--- config.mk ---
export PLATFORM = sky130hd
export DESIGN_NAME = interrupt_priority_resolver_flat
export DESIGN_NICKNAME = d
export VERILOG_FILES = /design/src/rtl/pic_pkg.sv /design/src/rtl/interrupt_priority_resolver_if.sv /design/src/rtl/rot_priority_encoder.sv /design/src/rtl/interrupt_priority_resolver.sv /design/src/flat_wrapper.sv
export SDC_FILE = /design/constraint.sdc
export NUM_CORES = 1
export LEC_CHECK = 0
export CORE_MARGIN = 2
export CORE_UTILIZATION = 60
export CTS_BUF_LIST = sky130_fd_sc_hd__clkbuf_4
export DETAILED_ROUTE_END_ITERATION = 12
export GPL_ROUTABILITY_DRIVEN = 0
export PLACE_DENSITY = 0.82
export SYNTH_ARGS = -nofsm -noshare
export SYNTH_HDL_FRONTEND = slang
export SYNTH_SLANG_ARGS = --single-unit
--- constraint.sdc ---
create_clock -name CLK -period 6.22 [get_ports CLK]
set_input_delay 0.622 -clock CLK [delete_from_list [all_inputs] [get_ports CLK]]
set_output_delay 0.622 -clock CLK [all_outputs]
set_load 0.01 [all_outputs]
--- src/rtl/pic_pkg.sv ---
// Shared definitions for the PIC priority resolver.
//   INTA_* : encodings of the control unit's INTA_COUNT acknowledge phase
//   rank() : priority rank of a level under a rotating lowest-priority pointer,
//            0 = highest (level lp+1), 7 = lowest (level lp itself)
package pic_pkg;

  localparam logic [1:0] INTA_IDLE  = 2'b00;
  localparam logic [1:0] INTA_FIRST = 2'b01;
  localparam logic [1:0] INTA_DONE  = 2'b10;

  function automatic logic [2:0] rank(input logic [2:0] level, input logic [2:0] lp);
    return level - lp - 3'd1;
  endfunction

endpackage

--- src/rtl/interrupt_priority_resolver_if.sv ---
// Handshake bundle between the PIC control unit (master) and the priority
// resolver (slave).
//   INTA_COUNT   : acknowledge phase, 00 idle, 01 first INTA, 10 done
//   EOI          : one-cycle non-specific end-of-interrupt
//   EOI_SPEC     : one-cycle specific end-of-interrupt for EOI_LEVEL
//   RIRR / RISR  : readback selects (RISR wins)
//   INTERNAL_INT : registered interrupt request towards the control unit
//   IR_NUM       : registered winning level
//   READ_DATA    : registered IRR / ISR readback
interface interrupt_priority_resolver_if;
  logic [1:0] INTA_COUNT;
  logic       EOI;
  logic       EOI_SPEC;
  logic [2:0] EOI_LEVEL;
  logic       RIRR;
  logic       RISR;
  logic       INTERNAL_INT;
  logic [2:0] IR_NUM;
  logic [7:0] READ_DATA;

  modport master (
    output INTA_COUNT, EOI, EOI_SPEC, EOI_LEVEL, RIRR, RISR,
    input  INTERNAL_INT, IR_NUM, READ_DATA
  );

  modport slave (
    input  INTA_COUNT, EOI, EOI_SPEC, EOI_LEVEL, RIRR, RISR,
    output INTERNAL_INT, IR_NUM, READ_DATA
  );
endinterface

--- src/rtl/rot_priority_encoder.sv ---
// Rotating priority encoder, purely combinational.
//   req_i   : request vector, bit i = level i
//   lp_i    : current lowest-priority level; scan starts at lp_i+1 and wraps
//   valid_o : at least one request bit set
//   level_o : highest-priority requesting level (0 when nothing is set)
module rot_priority_encoder (
  input  logic [7:0] req_i,
  input  logic [2:0] lp_i,
  output logic       valid_o,
  output logic [2:0] level_o
);

  logic [2:0] idx;
  logic       found;

  always_comb begin
    found   = 1'b0;
    level_o = '0;
    idx     = '0;
    for (int k = 0; k < 8; k++) begin
      idx = lp_i + 3'd1 + 3'(k);
      if (!found && req_i[idx]) begin
        found   = 1'b1;
        level_o = idx;
      end
    end
    valid_o = found;
  end

endmodule

--- src/rtl/interrupt_priority_resolver.sv ---
// Upstream stage of the PIC control unit: request register (IRR), in-service
// register (ISR), masking and rotating-priority resolution with fully nested
// blocking. Follows the control unit's INTA_COUNT handshake, EOI commands and
// readback selects.
//
// Ports
//   CLK, RST_      : clock, asynchronous active-low reset
//   IR             : raw interrupt request lines
//   LEVEL          : 1 = level-triggered, 0 = edge-triggered
//   interrupt_mask : 1 = request masked
//   R              : automatic rotation on EOI / AEOI
//   AEOI           : clear ISR at the end of the second INTA
//   bus            : control-unit handshake (slave side)
//
// Build option
//   PIC_IR_SYNC_EN : when defined, IR passes a SYNC_STAGES-deep flop chain
//                    before detection; otherwise IR must already be
//                    synchronous to CLK.
module interrupt_priority_resolver
  import pic_pkg::*;
#(
  parameter int         SYNC_STAGES = 2,
  parameter logic [2:0] RESET_LP    = 3'd7
) (
  input  logic                          CLK,
  input  logic                          RST_,
  input  logic [7:0]                    IR,
  input  logic                          LEVEL,
  input  logic [7:0]                    interrupt_mask,
  input  logic                          R,
  input  logic                          AEOI,
  interrupt_priority_resolver_if.slave  bus
);

  if (SYNC_STAGES < 2 || SYNC_STAGES > 3) begin : g_bad_sync
    $error("SYNC_STAGES must be 2 or 3");
  end

  logic [7:0] ir_s;

`ifdef PIC_IR_SYNC_EN
  logic [7:0] sync_q [SYNC_STAGES];

  always_ff @(posedge CLK or negedge RST_) begin
    if (!RST_) begin
      for (int s = 0; s < SYNC_STAGES; s++) sync_q[s] <= '0;
    end else begin
      sync_q[0] <= IR;
      for (int s = 1; s < SYNC_STAGES; s++) sync_q[s] <= sync_q[s-1];
    end
  end

  assign ir_s = sync_q[SYNC_STAGES-1];
`else
  assign ir_s = IR;
`endif

  logic [1:0] inta_q;
  logic       freeze_q, freeze_d;
  logic [7:0] irr_q, irr_d;
  logic [7:0] isr_q, isr_d;
  logic [2:0] lp_q, lp_d;
  logic       int_q, int_d;
  logic [2:0] num_q, num_d;
  logic [7:0] rd_q, rd_d;
  logic [7:0] ir_prev_q;

  logic       win_valid, isr_valid;
  logic [2:0] win_lvl, isr_top;

  rot_priority_encoder u_cand_enc (
    .req_i   (irr_q & ~interrupt_mask),
    .lp_i    (lp_q),
    .valid_o (win_valid),
    .level_o (win_lvl)
  );

  rot_priority_encoder u_isr_enc (
    .req_i   (isr_q),
    .lp_i    (lp_q),
    .valid_o (isr_valid),
    .level_o (isr_top)
  );

  logic       first_inta, second_inta, nest_ok;
  logic [7:0] num_1h, isr_clr;

  // inta_q resets to DONE so a phase left over from before reset cannot look
  // like a fresh 00->01; the second INTA only counts while frozen.
  assign first_inta  = (inta_q == INTA_IDLE) && (bus.INTA_COUNT == INTA_FIRST);
  assign second_inta = freeze_q && (inta_q == INTA_FIRST) && (bus.INTA_COUNT == INTA_DONE);
  assign num_1h      = 8'b1 << num_q;
  assign nest_ok     = !isr_valid || (rank(win_lvl, lp_q) < rank(isr_top, lp_q));

  always_comb begin
    if (LEVEL) irr_d = ir_s;
    else       irr_d = (irr_q | (ir_s & ~ir_prev_q)) & ir_s;
    if (first_inta) irr_d = irr_d & ~num_1h;

    // Clears use the pre-edge ISR; a same-edge set of the same bit wins.
    isr_clr = '0;
    if (bus.EOI && isr_valid) isr_clr = isr_clr | (8'b1 << isr_top);
    if (bus.EOI_SPEC)         isr_clr = isr_clr | (8'b1 << bus.EOI_LEVEL);
    if (second_inta && AEOI)  isr_clr = isr_clr | num_1h;
    isr_d = (isr_q & ~isr_clr) | (first_inta ? num_1h : 8'h00);

    lp_d = lp_q;
    if (bus.EOI && isr_valid && R) lp_d = isr_top;
    if (second_inta && AEOI && R)  lp_d = num_q;

    freeze_d = freeze_q;
    if (first_inta)       freeze_d = 1'b1;
    else if (second_inta) freeze_d = 1'b0;

    // While frozen (and on the edge that thaws it) IR_NUM holds and the
    // request stays low; resolution resumes on the following edge.
    int_d = 1'b0;
    num_d = num_q;
    if (!first_inta && !freeze_q && win_valid && nest_ok) begin
      int_d = 1'b1;
      num_d = win_lvl;
    end

    if (bus.RISR)      rd_d = isr_q;
    else if (bus.RIRR) rd_d = irr_q;
    else               rd_d = 8'h00;
  end

  always_ff @(posedge CLK or negedge RST_) begin
    if (!RST_) begin
      inta_q    <= INTA_DONE;
      freeze_q  <= 1'b0;
      irr_q     <= '0;
      isr_q     <= '0;
      lp_q      <= RESET_LP;
      int_q     <= 1'b0;
      num_q     <= '0;
      rd_q      <= '0;
      ir_prev_q <= '0;
    end else begin
      inta_q    <= bus.INTA_COUNT;
      freeze_q  <= freeze_d;
      irr_q     <= irr_d;
      isr_q     <= isr_d;
      lp_q      <= lp_d;
      int_q     <= int_d;
      num_q     <= num_d;
      rd_q      <= rd_d;
      ir_prev_q <= ir_s;
    end
  end

  assign bus.INTERNAL_INT = int_q;
  assign bus.IR_NUM       = num_q;
  assign bus.READ_DATA    = rd_q;

endmodule

--- src/flat_wrapper.sv ---
// flat-port wrapper written by rule: the top's interface ports become plain ports
module interrupt_priority_resolver_flat import pic_pkg::*;
#(
  parameter int         SYNC_STAGES = 2,
  parameter logic [2:0] RESET_LP    = 3'd7
)
  (CLK, RST_, IR, LEVEL, interrupt_mask, R, AEOI, bus_INTA_COUNT, bus_EOI, bus_EOI_SPEC, bus_EOI_LEVEL, bus_RIRR, bus_RISR, bus_INTERNAL_INT, bus_IR_NUM, bus_READ_DATA);
  interrupt_priority_resolver_if bus_i ();
  input  logic CLK;
  input  logic RST_;
  input  logic [7:0] IR;
  input  logic LEVEL;
  input  logic [7:0] interrupt_mask;
  input  logic R;
  input  logic AEOI;
  input wire logic [$bits(bus_i.INTA_COUNT)-1:0] bus_INTA_COUNT;
  input wire logic [$bits(bus_i.EOI)-1:0] bus_EOI;
  input wire logic [$bits(bus_i.EOI_SPEC)-1:0] bus_EOI_SPEC;
  input wire logic [$bits(bus_i.EOI_LEVEL)-1:0] bus_EOI_LEVEL;
  input wire logic [$bits(bus_i.RIRR)-1:0] bus_RIRR;
  input wire logic [$bits(bus_i.RISR)-1:0] bus_RISR;
  output wire logic [$bits(bus_i.INTERNAL_INT)-1:0] bus_INTERNAL_INT;
  output wire logic [$bits(bus_i.IR_NUM)-1:0] bus_IR_NUM;
  output wire logic [$bits(bus_i.READ_DATA)-1:0] bus_READ_DATA;
  assign bus_i.INTA_COUNT = bus_INTA_COUNT;
  assign bus_i.EOI = bus_EOI;
  assign bus_i.EOI_SPEC = bus_EOI_SPEC;
  assign bus_i.EOI_LEVEL = bus_EOI_LEVEL;
  assign bus_i.RIRR = bus_RIRR;
  assign bus_i.RISR = bus_RISR;
  assign bus_INTERNAL_INT = bus_i.INTERNAL_INT;
  assign bus_IR_NUM = bus_i.IR_NUM;
  assign bus_READ_DATA = bus_i.READ_DATA;
  interrupt_priority_resolver #(.SYNC_STAGES(SYNC_STAGES), .RESET_LP(RESET_LP)) u_core (.CLK(CLK), .RST_(RST_), .IR(IR), .LEVEL(LEVEL), .interrupt_mask(interrupt_mask), .R(R), .AEOI(AEOI), .bus(bus_i));
endmodule
---- Word level (Yosys, flattened, before mapping) ----
Index checks and enable logic that the tools add are counted.
Widths: inputs -> output; s select.
word-level totals
  bits in registers ....................... 42
  logic and storage cells ................. 171
  output and inout port bits .............. 12
  input bits .............................. 30
cells by class
  muxes and demuxes ....................... 77
  add/sub/neg operators ................... 12
  equal/unequal tests ..................... 3
  $lt $le $gt $ge ......................... 9
  shift operators ......................... 3
  reductions and logical operators ........ 45
  bitwise operators ....................... 13
operator list
  operator             count
  $mux 8               8
  $mux 3               18
  $bmux 1 s3           16
  $and 8x8->8          5
  $mux 1               35
  $lt 3x4->1 const B   8
  $not 8->8            4
  $or 8x8->8           4
  $logic_and 1x1->1    24
  $shl 1x3->8 const A  3
  $logic_not 1->1      17
  $add 3x3->3 const B  4
  $add 3x1->3 const B  2
  $add 3x2->3 const B  2
  $sub 3x1->3 const B  2
  $sub 3x3->3          2
  $eq 2x1->1 const B   2
  $reduce_bool 2->1    2
  $lt 3x3->1           1
  $eq 2x2->1 const B   1
  $logic_not 2->1      1
  $logic_or 1x1->1     1

---- Longest topological paths before layout ----
Gate-level depths: netlist (run 1).
  depth after elaboration ................. 34
  mapped depth ............................ 25
  gate-level depth less buffers ........... 18

---- By module ----
Synthesis (run 1) repeated with hierarchy kept, for this count alone.
unflattened totals
  cells, all modules ...................... 379
  area, all modules ....................... 3769.9 um^2
by module, submodules not included
  module                       instances  cells each  area an instance (um^2)  seq. area each (um^2)
  interrupt_priority_resolver  1          179         1990.7                   1056.0
  rot_priority_encoder         2          100         889.6                    0.0

---- Worst setup path before layout (run 1) ----
OpenSTA, ideal clock, no wires.
  kind .................................... reg2reg
  start point ............................. reg u_core.lp_q[0]
  end point ............................... reg u_core.num_q[0], in the netlist u_core.bus.IR_NUM[0]
  setup time .............................. 0.127 ns
  setup slack ............................. 1.168 ns
  required time ........................... 6.093 ns
  arrival time ............................ 4.925 ns
  period minus slack after synthesis ...... 5.052 ns
  stages on the path, launching flop included .. 23
  path buffers ............................ 5
  cells stage by stage .................... dfstp_2 -> buf_6 -> inv_1 -> buf_2 -> ha_1 -> buf_4 -> buf_6 -> mux4_2 -> a21oi_1 -> a32oi_1 -> o31ai_1 -> a31o_1 -> buf_2 -> inv_1 -> ha_1 -> fa_1 -> inv_1 -> ha_1 -> a21o_1 -> a21oi_1 -> o221ai_2 -> inv_2 -> mux2_1
between the ends
  word-level cells in the longest chain between the ends .. 30
  elaborated cells between the ends (all ways) .. 109
  classes of those cells .................. add/sub (12); order compare (1); mux (64); reduce/logical (32)
RTL lines
  item                                                  line                                RTL
  start, declared                                       interrupt_priority_resolver.sv:62   logic [2:0] lp_q, lp_d;
  start signal, assigned                                interrupt_priority_resolver.sv:145  lp_q <= lp_d;
  branches (longest 30 deep; another with $add 3x1->3)  --
  end signal, assigned                                  interrupt_priority_resolver.sv:147  num_q <= num_d;
  end, declared                                         interrupt_priority_resolver.sv:64   logic [2:0] num_q, num_d;
Several ways; the timed one is not identified. The select of a mux whose other input is x is not followed.
A chain may end at the register's enable or synchronous reset.

---- Worst setup path in the final report (run 1) ----
Same ends and word-level chain as after synthesis.

==> reports/metrics.csv, run 1 <==
metric,value,unit
met2_length,5230,um
synth-seq-cells,42,
wire_per_inst,20.3,um
grt_pass1_wl,17700,um
htreeDepth,2,
hpwl,8040,um
rows,30,
cts_hold_buffers,0,
port_buffers,41,
status,finished clean,
max_freq,186,MHz
drc,0,
yosysTopAreaCell,dfrtp_1,
min_period,5.38,ns
synthCells,428,
tns,0,ns
routed-wl-met3,750,um
totalWireLength,10800,um
syn-cell-area,4080,um2
synth_edf_count,0,
grt_setup_unrepaired,no,
ctsResizeCount,0,
cp_slowest_stage_delay,0.55,ns
clockRootBuffer,clkbuf_4,
antenna_cells,0,
ys.flop_type,dfrtp_1,
cap_violations,0,
numCtsBuffers,5,
drt_iter0_markers,514,
fin_nets,488,
relSlewSlack,39.6,%
crit_buf_inv,4,
final_antenna_net_count,0,
cts.sinks,42,
synth.area.top_cells,"dfrtp_1 (23%), mux4_2 (12%), nand2_1 (5.1%)",
hold_class,in -> async,
cp-end-kind,register,
io_pins,42,
cts_tree,yes,
die_x,86.5,um
ys_seq_area_share,25.9,%
core_area,6680,um2
clk_latency,0.36,ns
antenna_found_initial,0,
syn_avg_cell_area,9.54,um2
path_cells,buf_4 -> ha_1 -> xnor3_1 -> mux2_4 -> a21oi_1 -> o311ai_1 -> a21oi_1 -> a31o_1 -> inv_1 -> ha_1 -> fa_1 -> inv_1 -> ha_1 -> a21o_1 -> a21oi_1 -> o221ai_2 -> inv_2 -> mux2_1,
synthTopCellsByCount,"nand2_1 (56), dfrtp_1 (38), nor2_1 (23)",
clkTransAtPathRegs,0.14,ns
path_max_fanout,40,
crit_family,adder cells,
viasPerCell,7.05,
highest_layer,met4,
grt_start_max_net_pins,44,
setup_viol,0,
grt_usage,30.3,%
post_route_cells_drive_above_1_share,17.1,%
crit_path_start_kind,register,
grt_pass1_vias,3562,
die_h,86.5,um
drt-met1-wl,4400,um
cts_buffer_depth,2,
fin_crit_sh,86.5,%
ys_types,86,
hold_violations,0,
tightest_slew,0.907,ns
yosys_warnings,0,
die-area,7480,um2
postCtsSetupRepairBufs,0,
fillers,529,
synth_nets,466,
yosysMostFrequentCell,nand2_1,
initial_core_util,61.1,%
vias,3743,
grt_overflow,0,
area_growth_syn_to_layout,9.96,%
worstPathArrival,5.63,ns
async_reset_ff_share,100,%
drtPass1Iterations,6,
worstPathRequired,6.47,ns
slew_violations,0,
critPathKind,reg -> reg,
cp_slowest_cell,dfstp_2,
synth_top_area_share,23.3,%
skew,0.0136,ns
==> final timing paths <==
check / start / cells past startpoint / slack, ns / endpoint
hold / removal: RST_ / 1 / 0.37 / u_core.inta_q[0]
min in group CLK: u_core.inta_q[0] / 1 / 0.49 / u_core.freeze_q
max in group asynchronous: RST_ / 1 / 5.28 / u_core.irr_q[2]
setup reg to reg: u_core.lp_q[0] / 18 / 0.84 / u_core.bus.IR_NUM[0]
setup / recovery: u_core.lp_q[0] / 18 / 0.84 / u_core.bus.IR_NUM[0]
hold reg to reg: u_core.inta_q[0] / 1 / 0.49 / u_core.freeze_q
==> cell usage in the layout, fill, tap and decap left out, types with 7 or more instances in the layout <==
cell and count:
nand2_1 56, clkdlybuf4s50_1 40, dfrtp_1 38, nor2_1 23
a21oi_1 22, mux4_2 21, inv_1 17, o21ai_0 17
nand2b_1 15, mux2i_1 14, nand3_1 11, mux2_2 8
nor2b_1 7, o311a_1 7
==> through the flow <==
stage	area [um2]	utilization (%)	instances	hold slack, ns	worst slack [ns]
2_1_floorplan	4080	-	428	0.326	1.17
5_1_grt	4490	67.2	531	0.443	0.524
6_report	4490	67.2	531	0.368	0.840
3_3_place_gp	4430	66.3	523	0.461	1.10
4_1_cts	4490	67.2	531	0.385	0.901
3_5_place_dp	4430	66.3	523	0.473	0.918
==> worst reg2reg max path: cells and delay by family (launching register included) <==
kind                       cells  cell delay (ns)
DFF                            1             0.55
AOI/OAI and AO/OA              7             1.29
adders and majority gates      4             1.57
muxes                          2             0.68
buffers and inverters          4             0.66
xor gates and xnor gates       1             0.53
==> state kept, by name, summed over array words and instances (netlist names) <==
register                 cells
u_core.bus.READ_DATA         8
u_core.bus.IR_NUM            3
u_core.freeze_q              1
u_core.irr_q                 8
u_core.isr_q                 8
u_core.ir_prev_q             8
u_core.bus.INTERNAL_INT      1
u_core.lp_q                  3
u_core.inta_q                2
==> cell type report <==
type | instances | area, um2 | share of cell area, %
Multi-Input combinational cell | 337 | 2770 | 61.7
Sequential cell | 42 | 1060 | 23.5
Clock inverter | 3 | 23.8 | 0.529
Clock buffer | 5 | 37.5 | 0.836
Timing Repair Buffer | 44 | 428 | 9.53
Inverter | 20 | 75.1 | 1.67
Tap cell | 80 | 100 | 2.23
==> kinds of logic (layout without fill, tap and decap cells) <==
logic type                 count (synthesis)  in the layout  synth area share, %
buffers and inverters                     49             72                 6.31
and+or+nand+nor                          162            162                 21.8
adders and majority gates                  8              8                 2.82
xor gates and xnor gates                   7              7                 2.85
muxes                                     52             52                 21.4
DFF                                       42             42                 25.9
AOI/OAI and AO/OA                        108            108                 19.0
==> layer usage <==
metal	vias to the layer above	global-route usage [%]
li1	1665	-
met1	1813	40.9
met2	225	49.9
met3	40	3.33
met4	0	12.9
met5	-	0
Power of run 1 is left out: the tool's default activity adds up to more than one toggle a clock period on the data nets, which glitch-free logic cannot reach.
==> inputs of run 2 (changes only) <==
CORE_UTILIZATION = 54   (was 60)
PLACE_DENSITY = 0.77   (was 0.82)
clock period = 4.9 ns   (was 6.22 ns; I/O delays follow)
==> reports/metrics.csv, run 2 (same netlist as run 1, synthesis figures left out) <==
metric,value,unit,change
cts_hold_buffers,0,,unchanged
crit_buf_inv,5,,was 4
critPathKind,reg -> reg,,unchanged
max_freq,214,MHz,was 186 MHz
r2r_slack,0.23,ns,was 0.84 ns
rows,31,,was 30
drtPass1Iterations,5,,was 6
setup_viol,0,,unchanged
status,finished clean,,unchanged
cp-end-kind,register,,unchanged
initial_core_util,56.0,%,was 61.1%
worstPathRequired,5.14,ns,was 6.47 ns
htreeDepth,2,,unchanged
post_route_cells_drive_above_1_share,22.3,%,was 17.1%
relSlewSlack,39.6,%,about the same
cap_violations,0,,unchanged
clkTransAtPathRegs,0.14,ns,about the same
hold_class,in -> async,,unchanged
cts_tree,yes,,unchanged
antenna_cells,0,,unchanged
min_period,4.67,ns,was 5.38 ns
wire_per_inst,19.6,um,was 20.3 um
cts_buffer_depth,2,,unchanged
clk_latency,0.36,ns,about the same
use_met2,43.6,%,was 49.9%
hold_violations,0,,unchanged
fin_crit_sh,95.3,%,was 86.5%
grt_pass1_wl,18200,um,"was 17,700 um"
die_x,91.0,um,was 86.5 um
grt_pass1_vias,3644,,"was 3,562"
grt_start_max_net_pins,43,,was 44
drt_iter0_markers,302,,was 514
gr-usage-met3,4.15,%,was 3.33%
area_growth_syn_to_layout,16.0,%,was 9.96%
drc,0,,unchanged
crit_family,adder cells,,unchanged
viasPerCell,6.53,,was 7.05
io_pins,42,,unchanged
die-area,8270,um2,was 7480 um2
port_buffers,41,,unchanged
rr_startpoint,u_core.lp_q[0],,unchanged
use_met1,38.2,%,was 40.9%
r2r_cells,19,,was 18
final_antenna_net_count,0,,unchanged
clockRootBuffer,clkbuf_4,,unchanged
cp_slowest_stage_delay,0.59,ns,was 0.55 ns
r2r-end,u_core.bus.IR_NUM[0],,unchanged
path_max_fanout,14,,was 40
worstPathArrival,4.91,ns,was 5.63 ns
slew_violations,0,,unchanged
antenna_found_initial,0,,unchanged
grt_overflow,0,,unchanged
numCtsBuffers,5,,unchanged
final_common_cell,nand2_1,,unchanged
cts.sinks,42,,unchanged
fin_nets,508,,was 488
hpwl,8240,um,was 8040 um
grt_usage,27.1,%,was 30.3%
cp_slowest_cell,dfstp_2,,unchanged
final_cell_mix,"nand2_1 (56), clkdlybuf4s50_1 (40), dfrtp_1 (38)",,unchanged
skew,0.0149,ns,was 0.0136 ns
totalWireLength,11200,um,"was 10,800 um"
core_area,7290,um2,was 6680 um2
path_cells,inv_2 -> ha_4 -> buf_12 -> mux4_2 -> mux2_4 -> a21oi_1 -> o311ai_1 -> a21oi_1 -> a31o_1 -> inv_1 -> ha_1 -> fa_1 -> inv_1 -> ha_1 -> a21o_1 -> a21oi_2 -> o221ai_2 -> inv_2 -> mux2_1,,was buf_4 -> ha_1 -> xnor3_1 -> mux2_4 -> a21oi_1 -> o311ai_1 -> a21oi_1 -> a31o_1 -> inv_1 -> ha_1 -> fa_1 -> inv_1 -> ha_1 -> a21o_1 -> a21oi_1 -> o221ai_2 -> inv_2 -> mux2_1
tightest_slew,0.907,ns,about the same
die_h,91.0,um,was 86.5 um
tns,0,ns,unchanged
grt_setup_unrepaired,no,,unchanged
busiest_layer,met2,,unchanged
vias,3720,,"was 3,743"
crit_path_start_kind,register,,unchanged
-- run 2: worst max-delay path by stage --
stage,from,endpoint,slack [ns],depth (start not counted)
detailed placement,u_core.lp_q[0],u_core.bus.IR_NUM[0],0.15,17
CTS,u_core.lp_q[0],u_core.bus.IR_NUM[0],0.12,17
finish,u_core.lp_q[0],u_core.bus.IR_NUM[0],0.23,19
global route,u_core.lp_q[0],u_core.bus.IR_NUM[0],0.03,16
floorplan,u_core.lp_q[0],u_core.bus.IR_NUM[0],0.02,22
global placement,u_core.lp_q[0],u_core.bus.IR_NUM[0],0.21,17
-- run 2: what timing repair did --
item                       CTS  global route
setup endpoints to repair    0             3
gates resized for setup      0             8
setup buffers                0             3
-- run 2: metal layers --
metal	vias up	share of wire (%)
met2	165	48
met4	0	2.1
met1	1829	44
li1	1702	-
met5	-	0
met3	24	5.8
-- run 2: cell type report --
cell class                 count  area (um2)
tap                           99         124
sequential                    42        1060
inverter                      20        75.1
fill                         626        2560
clock inverter                 2        13.8
timing repair buffer          64         612
multi-input combinational    337        2810
clock buffer                   6        45.0
-- run 2: through the flow --
stage	hold slack, ns	instances	util [%]	area, um2	setup slack [ns]
global placement	0.460	558	63.0	4590	0.211
detailed placement	0.491	558	63.0	4590	0.146
floorplan	0.194	428	-	4100	0.0233
finish	0.242	570	64.9	4740	0.231
global route	0.328	570	64.9	4740	0.0287
CTS	0.269	566	63.8	4650	0.123
Power of run 2 is left out for the same reason.
==> inputs of run 3 (changes only) <==
ABC_AREA = 1   (was default)
CORE_UTILIZATION = 53   (was 54)
PLACE_DENSITY = 0.8   (was 0.77)
==> reports/metrics.csv, run 3 <==
metric,value,unit,change
ys.flop_type,dfrtp_1,,unchanged
synth-compound-area-share,7.31,%,was 19.0%
synth_edf_count,0,,unchanged
drc,0,,unchanged
tns,0,ns,unchanged
fin_nets,617,,was 508
yosys.area_share.simple,47.4,%,was 21.8%
drtPass1Iterations,5,,unchanged
antenna_found_initial,0,,unchanged
rr_startpoint,u_core.lp_q[0],,unchanged
cp-end-kind,register,,unchanged
hold_class,in -> async,,unchanged
ys_seq_area_share,30.1,%,was 25.9%
cap_violations,0,,unchanged
grt_overflow,0,,unchanged
area_growth_syn_to_layout,14.8,%,was 16.0%
grt_pass1_wl,16100,um,"was 18,200 um"
critPathKind,reg -> reg,,unchanged
synth_nets,577,,was 466
hpwl,7500,um,was 8240 um
final_cell_mix,"nand2_1 (202), nand3_1 (77), inv_1 (63)",,"was nand2_1 (56), clkdlybuf4s50_1 (40), dfrtp_1 (38)"
final_common_cell,nand2_1,,unchanged
ys_types,41,,was 86
grt_pass1_vias,3492,,"was 3,644"
io_pins,42,,unchanged
initial_core_util,55.0,%,was 56.0%
cts_hold_buffers,0,,unchanged
relSlewSlack,37.0,%,was 39.6%
synth.area.mux_share,0,%,was 21.4%
rows,29,,was 31
r2r_slack,0.32,ns,was 0.23 ns
final_antenna_net_count,0,,unchanged
totalWireLength,9730,um,"was 11,200 um"
viasPerCell,5.84,,was 6.53
tightest_slew,0.945,ns,was 0.907 ns
synthCells,539,,was 428
numCtsBuffers,5,,unchanged
synth.area.top_cells,"dfrtp_1 (27%), nand2_1 (22%), nand3_1 (11%)",,"was dfrtp_1 (23%), mux4_2 (12%), nand2_1 (5.1%)"
die-area,7290,um2,was 8270 um2
worstPathArrival,4.84,ns,was 4.91 ns
max_freq,218,MHz,was 214 MHz
synthTopCellsByCount,"nand2_1 (202), nand3_1 (77), inv_1 (63)",,"was nand2_1 (56), dfrtp_1 (38), nor2_1 (23)"
yosysMostFrequentCell,nand2_1,,unchanged
grt_setup_unrepaired,no,,unchanged
crit_path_start_kind,register,,unchanged
path_max_fanout,17,,was 14
cts.sinks,42,,unchanged
worstPathRequired,5.16,ns,was 5.14 ns
synth_xor_xnor_area_share,0.642,%,was 2.85%
grt_start_max_net_pins,43,,unchanged
fin_crit_sh,93.4,%,was 95.3%
drt_iter0_markers,424,,was 302
port_buffers,41,,unchanged
slew_violations,0,,unchanged
synth_top_family_by_area,simple AND/OR/NAND/NOR gates,,unchanged
die_h,85.4,um,was 91.0 um
yosysTopAreaCell,dfrtp_1,,unchanged
core_area,6390,um2,was 7290 um2
hold-worst-slack,0.270,ns,was 0.242 ns
vias,3836,,"was 3,720"
clockRootBuffer,clkbuf_4,,unchanged
die_x,85.4,um,was 91.0 um
cts_buffer_depth,2,,unchanged
setup_viol,0,,unchanged
hold_violations,0,,unchanged
async_reset_ff_share,100,%,unchanged
syn-cell-area,3510,um2,was 4080 um2
synth_top_area_share,27.1,%,was 23.3%
r2r-end,u_core.bus.IR_NUM[1],,was u_core.bus.IR_NUM[0]
post_route_cells_drive_above_1_share,10.2,%,was 22.3%
r2r_cells,27,,was 19
htreeDepth,2,,unchanged
wire_per_inst,14.8,um,was 19.6 um
clk_latency,0.35,ns,was 0.36 ns
yosys_warnings,0,,unchanged
skew,0.0109,ns,was 0.0149 ns
antenna_cells,0,,unchanged
grt_usage,27.5,%,was 27.1%
status,finished clean,,unchanged
clkTransAtPathRegs,0.13,ns,was 0.14 ns
synthAdderAreaFrac,3.28,%,was 2.82%
synth-seq-cells,42,,unchanged
cts_tree,yes,,unchanged
min_period,4.58,ns,was 4.67 ns
syn_avg_cell_area,6.51,um2,was 9.54 um2
run 3: changes by cell type after synthesis, moves of 7 or more:
cell      previous run  this run
inv_1               17        63
mux4_2              21         0
nand2_2              0        15
nand3_1             11        77
a21oi_1             22        10
nor2b_1              7         0
nand4_1              3        14
o311a_1              7         0
mux2_2               8         0
mux2i_1             14         0
nand2b_1            15         0
o21ai_0             17         3
clkbuf_1            13         0
nand2_1             56       202
run 3: final cells by class:
class                      count  area (um2)
fill                         620        2360
multi-input combinational    410        2070
sequential                    42        1060
timing repair buffer          45         439
inverter                      75         289
tap                           77        96.3
clock buffer                   6        45.0
clock inverter                 2        37.5
run 3: critical path, cell delays in order, from the launching register on:
cell and delay (ns):
dfstp_2 0.61, inv_6 0.03, ha_1 0.39, inv_4 0.20, nand2_1 0.12, nand2_4 0.19
nand2_1 0.11, nand2_1 0.08, nand2_1 0.06, nand2_1 0.10, inv_2 0.07, nand4_4 0.13
nor2_1 0.07, nor2_1 0.13, nand3_1 0.11, nand2_2 0.14, inv_1 0.08, ha_1 0.20
fa_1 0.44, xnor3_1 0.34, ha_1 0.30, o211ai_1 0.08, a21oi_1 0.18, nor2_2 0.05
nand2_2 0.10, inv_2 0.05, nand2_1 0.05, nand2_1 0.05
run 3: timing repair:
| action | in CTS | in global routing |
|---|---|---|
| setup endpoints to repair | 0 | 3 |
| gates resized for setup | 0 | 3 |
| setup buffers | 0 | 0 |
run 3: kinds of logic (layout without fill, tap and decap cells):
kind of cell | count (synthesis) | count (layout)
xor+xnor | 1 | 1
flops | 42 | 42
fa+ha+maj | 8 | 8
compound gates | 41 | 41
buf+inv | 87 | 128
simple gates | 360 | 360
run 3: stage by stage:
| stage | util (%) | instance area (um2) | std cells | setup slack (ns) |
|---|---|---|---|---|
| 6_report | 63.1 | 4030 | 657 | 0.322 |
| 4_1_cts | 62.9 | 4020 | 657 | 0.319 |
| 5_1_grt | 63.1 | 4030 | 657 | 0.00237 |
| 3_5_place_dp | 61.6 | 3930 | 649 | 0.357 |
| 3_3_place_gp | 61.6 | 3930 | 649 | 0.496 |
| 2_1_floorplan | - | 3510 | 539 | 0.583 |
run 3: worst max-delay path by stage:
stage                    from  depth (start not counted)                   end  slack (ns)
2_1_floorplan  u_core.lp_q[0]                         31  u_core.bus.IR_NUM[1]        0.58
3_3_place_gp   u_core.lp_q[0]                         26  u_core.bus.IR_NUM[1]        0.50
3_5_place_dp   u_core.lp_q[0]                         27  u_core.bus.IR_NUM[1]        0.36
4_1_cts        u_core.lp_q[0]                         27  u_core.bus.IR_NUM[1]        0.32
5_1_grt        u_core.lp_q[0]                         27  u_core.bus.IR_NUM[2]       0.002
6_report       u_core.lp_q[0]                         27  u_core.bus.IR_NUM[1]        0.32
run 3: metal layers:
metal	routed length [um]	share of wire [%]	vias up	track usage [%]
met4	241	2.5	0	9.67
met1	4160	43	1741	36.9
met3	856	8.8	32	5.64
met5	0	0	-	0
met2	4470	46	220	44.4
li1	-	-	1843	-
Power of run 3 is left out for the same reason.
